## src/rtl/medidor_frequencia_pkg.sv

```systemverilog
// ---------------------------------------------------------------------------
// medidor_frequencia_pkg
// Shared definitions for the frequency/period meter and its companion clock
// divider: period-FSM state encodings and default timing constants.
// ---------------------------------------------------------------------------
package medidor_frequencia_pkg;

  // Period measurement FSM states
  typedef enum logic [1:0] {
    ST_IDLE    = 2'd0,
    ST_ARMED   = 2'd1,
    ST_MEASURE = 2'd2
  } estado_t;

  // System clock frequency and the matching 1-second gate length
  localparam int CLK_HZ  = 50_000_000;
  localparam int GATE_1S = CLK_HZ;

endpackage

```

## src/rtl/medidor_frequencia_if.sv

```systemverilog
// ---------------------------------------------------------------------------
// medidor_frequencia_if
// Control/result bundle of the frequency meter.
//   ENABLE       measure request (1 = measure, 0 = idle)
//   SIG_IN       asynchronous signal under measurement
//   FREQ         rising edges in the last complete gate window
//   FREQ_VALID   one-cycle strobe when FREQ updates
//   PERIOD       clock cycles between the last two rising edges
//   PERIOD_VALID one-cycle strobe when PERIOD updates
//   NO_SIGNAL    last complete window counted zero edges
// master: the user side (drives ENABLE/SIG_IN, reads results)
// slave : the meter itself
// ---------------------------------------------------------------------------
interface medidor_frequencia_if #(
  parameter int CNT_W = 26,
  parameter int PER_W = 26
);
  logic             ENABLE;
  logic             SIG_IN;
  logic [CNT_W-1:0] FREQ;
  logic             FREQ_VALID;
  logic [PER_W-1:0] PERIOD;
  logic             PERIOD_VALID;
  logic             NO_SIGNAL;

  modport master (
    output ENABLE, SIG_IN,
    input  FREQ, FREQ_VALID, PERIOD, PERIOD_VALID, NO_SIGNAL
  );

  modport slave (
    input  ENABLE, SIG_IN,
    output FREQ, FREQ_VALID, PERIOD, PERIOD_VALID, NO_SIGNAL
  );
endinterface

```

## src/rtl/medidor_frequencia_sincronizador_borda.sv

```systemverilog
// ---------------------------------------------------------------------------
// sincronizador_borda
// Two-flop synchronizer for an asynchronous input followed by a history flop
// for rising-edge detection. Reusable for buttons and other async inputs.
//   CLOCK  system clock (posedge)
//   RESET  synchronous, active-high; clears all three flops
//   D      asynchronous input
//   Q_SYNC synchronized level (second flop)
//   RISE   one-cycle pulse: synchronized level went 0 -> 1
// D first sampled high at edge k gives RISE high between edges k+1 and k+2,
// so a consumer registering on RISE acts at edge k+2.
// ---------------------------------------------------------------------------
module sincronizador_borda (
  input  logic CLOCK,
  input  logic RESET,
  input  logic D,
  output logic Q_SYNC,
  output logic RISE
);

  logic r_s1;
  logic r_s2;
  logic r_s3;

  always_ff @(posedge CLOCK) begin
    if (RESET) begin
      r_s1 <= 1'b0;
      r_s2 <= 1'b0;
      r_s3 <= 1'b0;
    end else begin
      r_s1 <= D;
      r_s2 <= r_s1;
      r_s3 <= r_s2;
    end
  end

  assign Q_SYNC = r_s2;
  assign RISE   = r_s2 & ~r_s3;

endmodule

```

## src/rtl/medidor_frequencia.sv

```systemverilog
// ---------------------------------------------------------------------------
// medidor_frequencia
// Measures a slow external square wave against the system clock:
//   - frequency: rising edges counted over a gate of GATE_CYCLES clocks
//   - period   : clock cycles between consecutive rising edges
// Ports:
//   CLOCK  system clock, all logic on posedge
//   RESET  synchronous, active-high
//   bus    medidor_frequencia_if.slave (ENABLE, SIG_IN in; results out)
// Measurement is active only once the period FSM has left IDLE, so every
// enable (including after reset) costs one IDLE->ARMED cycle before the
// first gate cycle is counted. The synchronizer runs regardless of ENABLE so
// a signal already high at enable is not seen as an edge.
// ---------------------------------------------------------------------------
module medidor_frequencia
  import medidor_frequencia_pkg::*;
#(
  parameter int GATE_CYCLES = GATE_1S,
  parameter int CNT_W       = 26,
  parameter int PER_W       = 26
) (
  input logic                 CLOCK,
  input logic                 RESET,
  medidor_frequencia_if.slave bus
);

  localparam int            GW        = $clog2(GATE_CYCLES);
  localparam logic [GW-1:0] GATE_LAST = GW'(GATE_CYCLES - 1);

  // Edge count plus an optional extra edge, stuck at all-ones
  function automatic logic [CNT_W-1:0] sat_inc_cnt(input logic [CNT_W-1:0] v,
                                                   input logic             inc);
    if (inc && (v != {CNT_W{1'b1}}))
      return v + CNT_W'(1);
    return v;
  endfunction

  logic             w_rise;
  logic             w_sync_unused;
  logic             w_active;
  logic             w_close;
  logic [CNT_W-1:0] w_freq_fim;

  estado_t          r_state;
  estado_t          w_next_state;
  logic [PER_W-1:0] w_per_cnt_nxt;
  logic             w_per_load;

  logic [GW-1:0]    r_gate_cnt;
  logic [CNT_W-1:0] r_edge_cnt;
  logic [CNT_W-1:0] r_freq;
  logic             r_freq_valid;
  logic             r_no_signal;
  logic [PER_W-1:0] r_per_cnt;
  logic [PER_W-1:0] r_period;
  logic             r_period_valid;

  sincronizador_borda u_sinc (
    .CLOCK  (CLOCK),
    .RESET  (RESET),
    .D      (bus.SIG_IN),
    .Q_SYNC (w_sync_unused),
    .RISE   (w_rise)
  );

  // ---- gate window / edge counting ----
  assign w_active   = bus.ENABLE && (r_state != ST_IDLE);
  assign w_close    = w_active && (r_gate_cnt == GATE_LAST);
  // A rise in the closing cycle belongs to the window being closed
  assign w_freq_fim = sat_inc_cnt(r_edge_cnt, w_rise);

  always_ff @(posedge CLOCK) begin
    if (RESET) begin
      r_gate_cnt   <= '0;
      r_edge_cnt   <= '0;
      r_freq       <= '0;
      r_freq_valid <= 1'b0;
      r_no_signal  <= 1'b0;
    end else if (!w_active) begin
      // Partial window is discarded; results hold
      r_gate_cnt   <= '0;
      r_edge_cnt   <= '0;
      r_freq_valid <= 1'b0;
    end else if (w_close) begin
      r_freq       <= w_freq_fim;
      r_no_signal  <= (w_freq_fim == '0);
      r_freq_valid <= 1'b1;
      r_gate_cnt   <= '0;
      r_edge_cnt   <= '0;
    end else begin
      r_gate_cnt   <= r_gate_cnt + GW'(1);
      r_edge_cnt   <= w_freq_fim;
      r_freq_valid <= 1'b0;
    end
  end

  // ---- period FSM: state register ----
  always_ff @(posedge CLOCK) begin
    if (RESET) r_state <= ST_IDLE;
    else       r_state <= w_next_state;
  end

  // ---- period FSM: next state ----
  always_comb begin
    w_next_state = r_state;
    if (!bus.ENABLE) begin
      w_next_state = ST_IDLE;
    end else begin
      case (r_state)
        ST_IDLE:    w_next_state = ST_ARMED;
        ST_ARMED:   if (w_rise) w_next_state = ST_MEASURE;
        ST_MEASURE: begin
          // No edge within the counter range: give up and re-arm
          if (!w_rise && (r_per_cnt == {PER_W{1'b1}}))
            w_next_state = ST_ARMED;
        end
        default:    w_next_state = ST_IDLE;
      endcase
    end
  end

  // ---- period FSM: outputs ----
  always_comb begin
    w_per_cnt_nxt = '0;
    w_per_load    = 1'b0;
    if (bus.ENABLE) begin
      case (r_state)
        ST_ARMED: begin
          if (w_rise) w_per_cnt_nxt = PER_W'(1);
        end
        ST_MEASURE: begin
          if (w_rise) begin
            w_per_load    = 1'b1;
            w_per_cnt_nxt = PER_W'(1);
          end else if (r_per_cnt != {PER_W{1'b1}}) begin
            w_per_cnt_nxt = r_per_cnt + PER_W'(1);
          end
        end
        default: w_per_cnt_nxt = '0;
      endcase
    end
  end

  always_ff @(posedge CLOCK) begin
    if (RESET) begin
      r_per_cnt      <= '0;
      r_period       <= '0;
      r_period_valid <= 1'b0;
    end else begin
      r_per_cnt      <= w_per_cnt_nxt;
      r_period_valid <= w_per_load;
      if (w_per_load) r_period <= r_per_cnt;
    end
  end

  assign bus.FREQ         = r_freq;
  assign bus.FREQ_VALID   = r_freq_valid;
  assign bus.NO_SIGNAL    = r_no_signal;
  assign bus.PERIOD       = r_period;
  assign bus.PERIOD_VALID = r_period_valid;

endmodule
```

## src/flat_wrapper.sv

```systemverilog
// flat-port wrapper written by rule: the top's interface ports become plain ports
module medidor_frequencia_flat import medidor_frequencia_pkg::*;
#(
  parameter int GATE_CYCLES = GATE_1S,
  parameter int CNT_W       = 26,
  parameter int PER_W       = 26
)
  (CLOCK, RESET, bus_ENABLE, bus_SIG_IN, bus_FREQ, bus_FREQ_VALID, bus_PERIOD, bus_PERIOD_VALID, bus_NO_SIGNAL);
  medidor_frequencia_if #(.CNT_W(CNT_W), .PER_W(PER_W)) bus_i ();
  input logic CLOCK;
  input logic RESET;
  input wire logic [$bits(bus_i.ENABLE)-1:0] bus_ENABLE;
  input wire logic [$bits(bus_i.SIG_IN)-1:0] bus_SIG_IN;
  output wire logic [$bits(bus_i.FREQ)-1:0] bus_FREQ;
  output wire logic [$bits(bus_i.FREQ_VALID)-1:0] bus_FREQ_VALID;
  output wire logic [$bits(bus_i.PERIOD)-1:0] bus_PERIOD;
  output wire logic [$bits(bus_i.PERIOD_VALID)-1:0] bus_PERIOD_VALID;
  output wire logic [$bits(bus_i.NO_SIGNAL)-1:0] bus_NO_SIGNAL;
  assign bus_i.ENABLE = bus_ENABLE;
  assign bus_i.SIG_IN = bus_SIG_IN;
  assign bus_FREQ = bus_i.FREQ;
  assign bus_FREQ_VALID = bus_i.FREQ_VALID;
  assign bus_PERIOD = bus_i.PERIOD;
  assign bus_PERIOD_VALID = bus_i.PERIOD_VALID;
  assign bus_NO_SIGNAL = bus_i.NO_SIGNAL;
  medidor_frequencia #(.GATE_CYCLES(GATE_CYCLES), .CNT_W(CNT_W), .PER_W(PER_W)) u_core (.CLOCK(CLOCK), .RESET(RESET), .bus(bus_i));
endmodule
```

## config.mk

```make
export PLATFORM = sky130hd
export DESIGN_NAME = medidor_frequencia_flat
export DESIGN_NICKNAME = d
export VERILOG_FILES = /design/src/rtl/medidor_frequencia_pkg.sv /design/src/rtl/medidor_frequencia_if.sv /design/src/rtl/medidor_frequencia_sincronizador_borda.sv /design/src/rtl/medidor_frequencia.sv /design/src/flat_wrapper.sv
export SDC_FILE = /design/constraint.sdc
export NUM_CORES = 1
export LEC_CHECK = 0
export ABC_AREA = 0
export BUFFER_PORTS_ARGS = -buffer_cell sky130_fd_sc_hd__buf_2
export CAP_MARGIN = 20
export CORE_UTILIZATION = 50
export CTS_CLUSTER_DIAMETER = 40
export CTS_CLUSTER_SIZE = 16
export DETAILED_ROUTE_END_ITERATION = 7
export HOLD_SLACK_MARGIN = 0.06
export PLACE_DENSITY_LB_ADDON = 0.08
export SYNTH_ARGS = -nofsm -noshare
export SYNTH_HDL_FRONTEND = slang
export SYNTH_SLANG_ARGS = --single-unit
```

## constraint.sdc

```tcl
create_clock -name CLOCK -period 3.95 [get_ports CLOCK]
set_input_delay 0.79 -clock CLOCK [delete_from_list [all_inputs] [get_ports CLOCK]]
set_output_delay 0.79 -clock CLOCK [all_outputs]
set_load 0.02 [all_outputs]
```

==> impl_metrics.sql <==
INSERT INTO impl_metrics (metric_group, metric, value, unit) VALUES
('detailed_routing', 'drt-wirelength-per-cell', '13.7', 'um'),
('status', 'status', 'finished, final reports clean', ''),
('flow_run', 'timing.max_cap.violations', '0', ''),
('synthesis', 'synthesis.yosys.warnings', '0', ''),
('critical_path', 'startpoint_type', 'flop', ''),
('synthesis', 'synth-seq-cells', '138', ''),
('die', 'die_h', '109', 'um'),
('critical_path', 'max_stage_delay', '0.77', 'ns'),
('global_routing', 'grt.met2_usage', '32.7', '%'),
('final_layout', 'utilization', '61.7', '%'),
('sta', 'period_share', '79.9', '%'),
('critical_path', 'worst-path-max-fanout', '11', ''),
('final_layout', 'area.growth.synth_to_final', '18.3', '%'),
('critical_path', 'crit-reg2reg-capture', 'u_core.bus.NO_SIGNAL', ''),
('detailed_routing', 'detail_route.iter0.violations', '211', ''),
('sta', 'max_clock_freq', '317', 'MHz'),
('place', 'detail_placement_hpwl', '8.12', 'mm'),
('global_routing', 'antenna_found_initial', '0', ''),
('synthesis', 'yosys.area_share.simple', '26.6', '%'),
('global_routing', 'groute.layer.met3.usage', '7.53', '%'),
('die', 'die_x', '109', 'um'),
('final_layout', 'finalNonFillerCells', '867', ''),
('sta', 'slew_headroom', '29.1', '%'),
('sta', 'clock-skew-final', '0.0138', 'ns'),
('synthesis', 'synth_edf_count', '0', ''),
('global_routing', 'busiest_layer', 'met2', ''),
('clocking', 'tritoncts.num_buffers', '17', ''),
('critical_path', 'path_common_cell', 'sky130_fd_sc_hd__nor4_1', ''),
('critical_path', 'cp-end-kind', 'flop', ''),
('sta', 'final_critical_path_setup_slack', '0.794', 'ns'),
('synthesis', 'synth_top_family_by_area', 'simple AND/OR/NAND/NOR gates', ''),
('clocking', 'clock_tree_from_tritoncts', 'done', ''),
('die', 'fp.coreArea', '11000', 'um^2'),
('clocking', 'cts_max_level', '4', ''),
('power_and_ir_drop', 'vdd_ir_drop_max', '329', 'uV'),
('clocking', 'ctsHoldBuffers', '0', ''),
('hold_path', 'holdPathStages', '2', ''),
('clocking', 'cts.sinks', '138', ''),
('synthesis', 'synthFlopType', 'sky130_fd_sc_hd__dfxtp_1', ''),
('clocking', 'post_cts_resized', '0', ''),
('synthesis', 'ys_seq_area_share', '48.2', '%'),
('hold_path', 'worst_hold_path_type', 'reg2reg', ''),
('final_layout', 'layout-drive-gt1-share', '14.6', '%'),
('global_routing', 'grt_max_degree', '52', ''),
('critical_path', 'worst-setup-path-type', 'reg2reg', ''),
('final_layout', 'antenna_cells_inserted', '0', ''),
('place', 'routabilityCongestion', '0.854', ''),
('die', 'fp.dieArea', '11900', 'um^2'),
('critical_path', 'number_of_cells_on_the_worst_reg_to_reg_path', '9', ''),
('critical_path', 'worst_ep_arrival_time', '3.52', 'ns'),
('detailed_routing', 'detail_route.drc_violations', '0', ''),
('clocking', 'cts_root_buffer', 'sky130_fd_sc_hd__clkbuf_16', ''),
('sta', 'finalMaxSlewViolations', '0', ''),
('global_routing', 'gr-usage-met1', '28.2', '%'),
('global_routing', 'grt_first_pass_wirelength', '20.0', 'mm'),
('synthesis', 'netlist_instances', '661', ''),
('detailed_routing', 'detail_route.wirelength', '11.9', 'mm'),
('detailed_routing', 'num_vias', '4612', ''),
('global_routing', 'globalRouteOverflowTotal', '0', ''),
('place', 'pre_cts_ws', '0.817', 'ns'),
('synthesis', 'synth_fa_ha_area_share', '1.53', '%'),
('synthesis', 'synthXorXnorAreaFrac', '10.5', '%'),
('synthesis', 'synth.cell_area', '5730', 'um^2'),
('sta', 'fin_tns_setup', '0', 'ns'),
('detailed_routing', 'detailedRoute.firstPassIterationCount', '4', ''),
('synthesis', 'async_flop_share', '0', '%'),
('synthesis', 'synth_compound_gate_area_share', '8.43', '%'),
('die', 'initial_core_util', '52.2', '%'),
('final_layout', 'finish.net_count', '725', ''),
('clocking', 'cts-root-to-sink-buffers', '2', ''),
('power_and_ir_drop', 'leakagePower', '2.43', 'nW');
==> registers in the layout (all words and copies together), names as in the netlist <==
signal,count
u_core.bus.PERIOD_VALID,1
u_core.r_edge_cnt,26
u_core.r_gate_cnt,26
u_core.u_sinc.Q_SYNC,1
u_core.u_sinc.r_s1,1
u_core.r_per_cnt,26
u_core.u_sinc.r_s3,1
u_core.bus.NO_SIGNAL,1
u_core.bus.FREQ,26
u_core.bus.PERIOD,26
u_core.r_state,2
u_core.bus.FREQ_VALID,1
==> area by class of cell <==
| type | count | area, um^2 |
|---|---|---|
| fill | 963 | 4200 |
| multi-input combinational | 482 | 2810 |
| sequential | 138 | 2760 |
| clock buffer | 19 | 453 |
| timing repair buffer | 63 | 340 |
| clock inverter | 13 | 190 |
| tap | 140 | 175 |
| inverter | 12 | 45.0 |
==> synthesized netlist by cell type (2+ instances only) <==
cell                       count  share of area [%]
sky130_fd_sc_hd__nand4_1      28                3.1
sky130_fd_sc_hd__buf_2         5               0.44
sky130_fd_sc_hd__ha_1          7                1.5
sky130_fd_sc_hd__xor2_1       44                6.7
sky130_fd_sc_hd__a21oi_1      31                2.7
sky130_fd_sc_hd__nand3_1      35                3.1
sky130_fd_sc_hd__nor3b_1       2               0.26
sky130_fd_sc_hd__o31ai_1       2               0.26
sky130_fd_sc_hd__mux2i_1       7                1.2
sky130_fd_sc_hd__and4_1        5               0.76
sky130_fd_sc_hd__and3_1        5               0.55
sky130_fd_sc_hd__nor4_1        8               0.87
sky130_fd_sc_hd__o21ai_0       6               0.52
sky130_fd_sc_hd__inv_1        11               0.72
sky130_fd_sc_hd__mux2_2        2               0.39
sky130_fd_sc_hd__nand2_1      83                5.4
sky130_fd_sc_hd__nor3_1        6               0.52
sky130_fd_sc_hd__nor2_1      117                7.7
sky130_fd_sc_hd__or3_1         4               0.44
sky130_fd_sc_hd__and2_1        4               0.44
sky130_fd_sc_hd__dfxtp_1     138                 48
sky130_fd_sc_hd__clkbuf_1     24                1.6
sky130_fd_sc_hd__nor3_2        2               0.35
sky130_fd_sc_hd__a211oi_1     23                3.0
sky130_fd_sc_hd__nand2b_1      5               0.55
sky130_fd_sc_hd__nor2b_1      11                1.2
sky130_fd_sc_hd__xnor2_1      25                3.8
==> through the flow <==
| stage | instance area, um^2 | hold WS [ns] |
|---|---|---|
| floorplan | 5730 | 0.414 |
| global placement | 6140 | 0.432 |
| detailed placement | 6140 | 0.437 |
| CTS | 6780 | 0.452 |
| global route | 6780 | 0.475 |
| finish | 6780 | 0.448 |
==> power by group <==
part           leakage, nW  internal, mW  switching (mW)
registers             1.11          1.39         0.00172
clock network        0.314          1.09           0.602
logic                 1.01       0.00994          0.0261
==> placed cells by master, fill, tap and decap left out, types with 2 or more instances in the layout <==
master,netlist,final
sky130_fd_sc_hd__a211oi_1,23,23
sky130_fd_sc_hd__a21oi_1,31,31
sky130_fd_sc_hd__and2_1,4,4
sky130_fd_sc_hd__and3_1,5,5
sky130_fd_sc_hd__and4_1,5,5
sky130_fd_sc_hd__buf_2,5,58
sky130_fd_sc_hd__buf_4,0,4
sky130_fd_sc_hd__bufinv_16,0,4
sky130_fd_sc_hd__clkbuf_16,0,17
sky130_fd_sc_hd__clkbuf_8,0,2
sky130_fd_sc_hd__clkinv_2,0,2
sky130_fd_sc_hd__clkinv_4,0,4
sky130_fd_sc_hd__dfxtp_1,138,138
sky130_fd_sc_hd__ha_1,7,7
sky130_fd_sc_hd__inv_1,11,11
sky130_fd_sc_hd__inv_6,0,2
sky130_fd_sc_hd__mux2_2,2,2
sky130_fd_sc_hd__mux2i_1,7,7
sky130_fd_sc_hd__nand2_1,83,83
sky130_fd_sc_hd__nand2b_1,5,5
sky130_fd_sc_hd__nand3_1,35,35
sky130_fd_sc_hd__nand4_1,28,28
sky130_fd_sc_hd__nor2_1,117,117
sky130_fd_sc_hd__nor2b_1,11,11
sky130_fd_sc_hd__nor3_1,6,6
sky130_fd_sc_hd__nor3_2,2,2
sky130_fd_sc_hd__nor3b_1,2,2
sky130_fd_sc_hd__nor4_1,8,7
sky130_fd_sc_hd__o21ai_0,6,6
sky130_fd_sc_hd__o31ai_1,2,2
sky130_fd_sc_hd__or3_1,4,4
sky130_fd_sc_hd__xnor2_1,25,25
sky130_fd_sc_hd__xor2_1,44,44
==> kinds of logic after synthesis <==
logic type | count (synthesis)
flops | 138
fa+ha+maj | 7
xor+xnor | 69
compound gates | 73
buf+inv | 41
simple gates | 323
mux | 10
==> worst max-delay path: cells and delay by family (launching register included) <==
kind | cells | cell delay (ns)
AND/OR/NAND/NOR | 5 | 1.31
AO/OA/AOI/OAI | 3 | 1.17
flip-flops | 1 | 0.36
adder cells (fa/ha/maj) | 1 | 0.26
==> worst max-delay path by stage <==
stage                                    start                    to  cells past startpoint
final                     u_core.r_edge_cnt[0]  u_core.bus.NO_SIGNAL                      9
after global routing      u_core.r_edge_cnt[0]  u_core.bus.NO_SIGNAL                      9
after CTS                 u_core.r_edge_cnt[0]  u_core.bus.NO_SIGNAL                      9
after detailed placement  u_core.r_edge_cnt[0]  u_core.bus.NO_SIGNAL                      9
after global placement    u_core.r_edge_cnt[0]  u_core.bus.NO_SIGNAL                      9
after floorplan                     bus_ENABLE  u_core.r_edge_cnt[0]                      7
==> layer usage <==
layer  routed length, um  vias to the layer above
met3                 595                       14
met2                5250                       85
met5                   0                        -
met1                5890                     2145
li1                    -                     2368
met4                 169                        0
No activity file was read; power rests on OpenSTA's default activity.
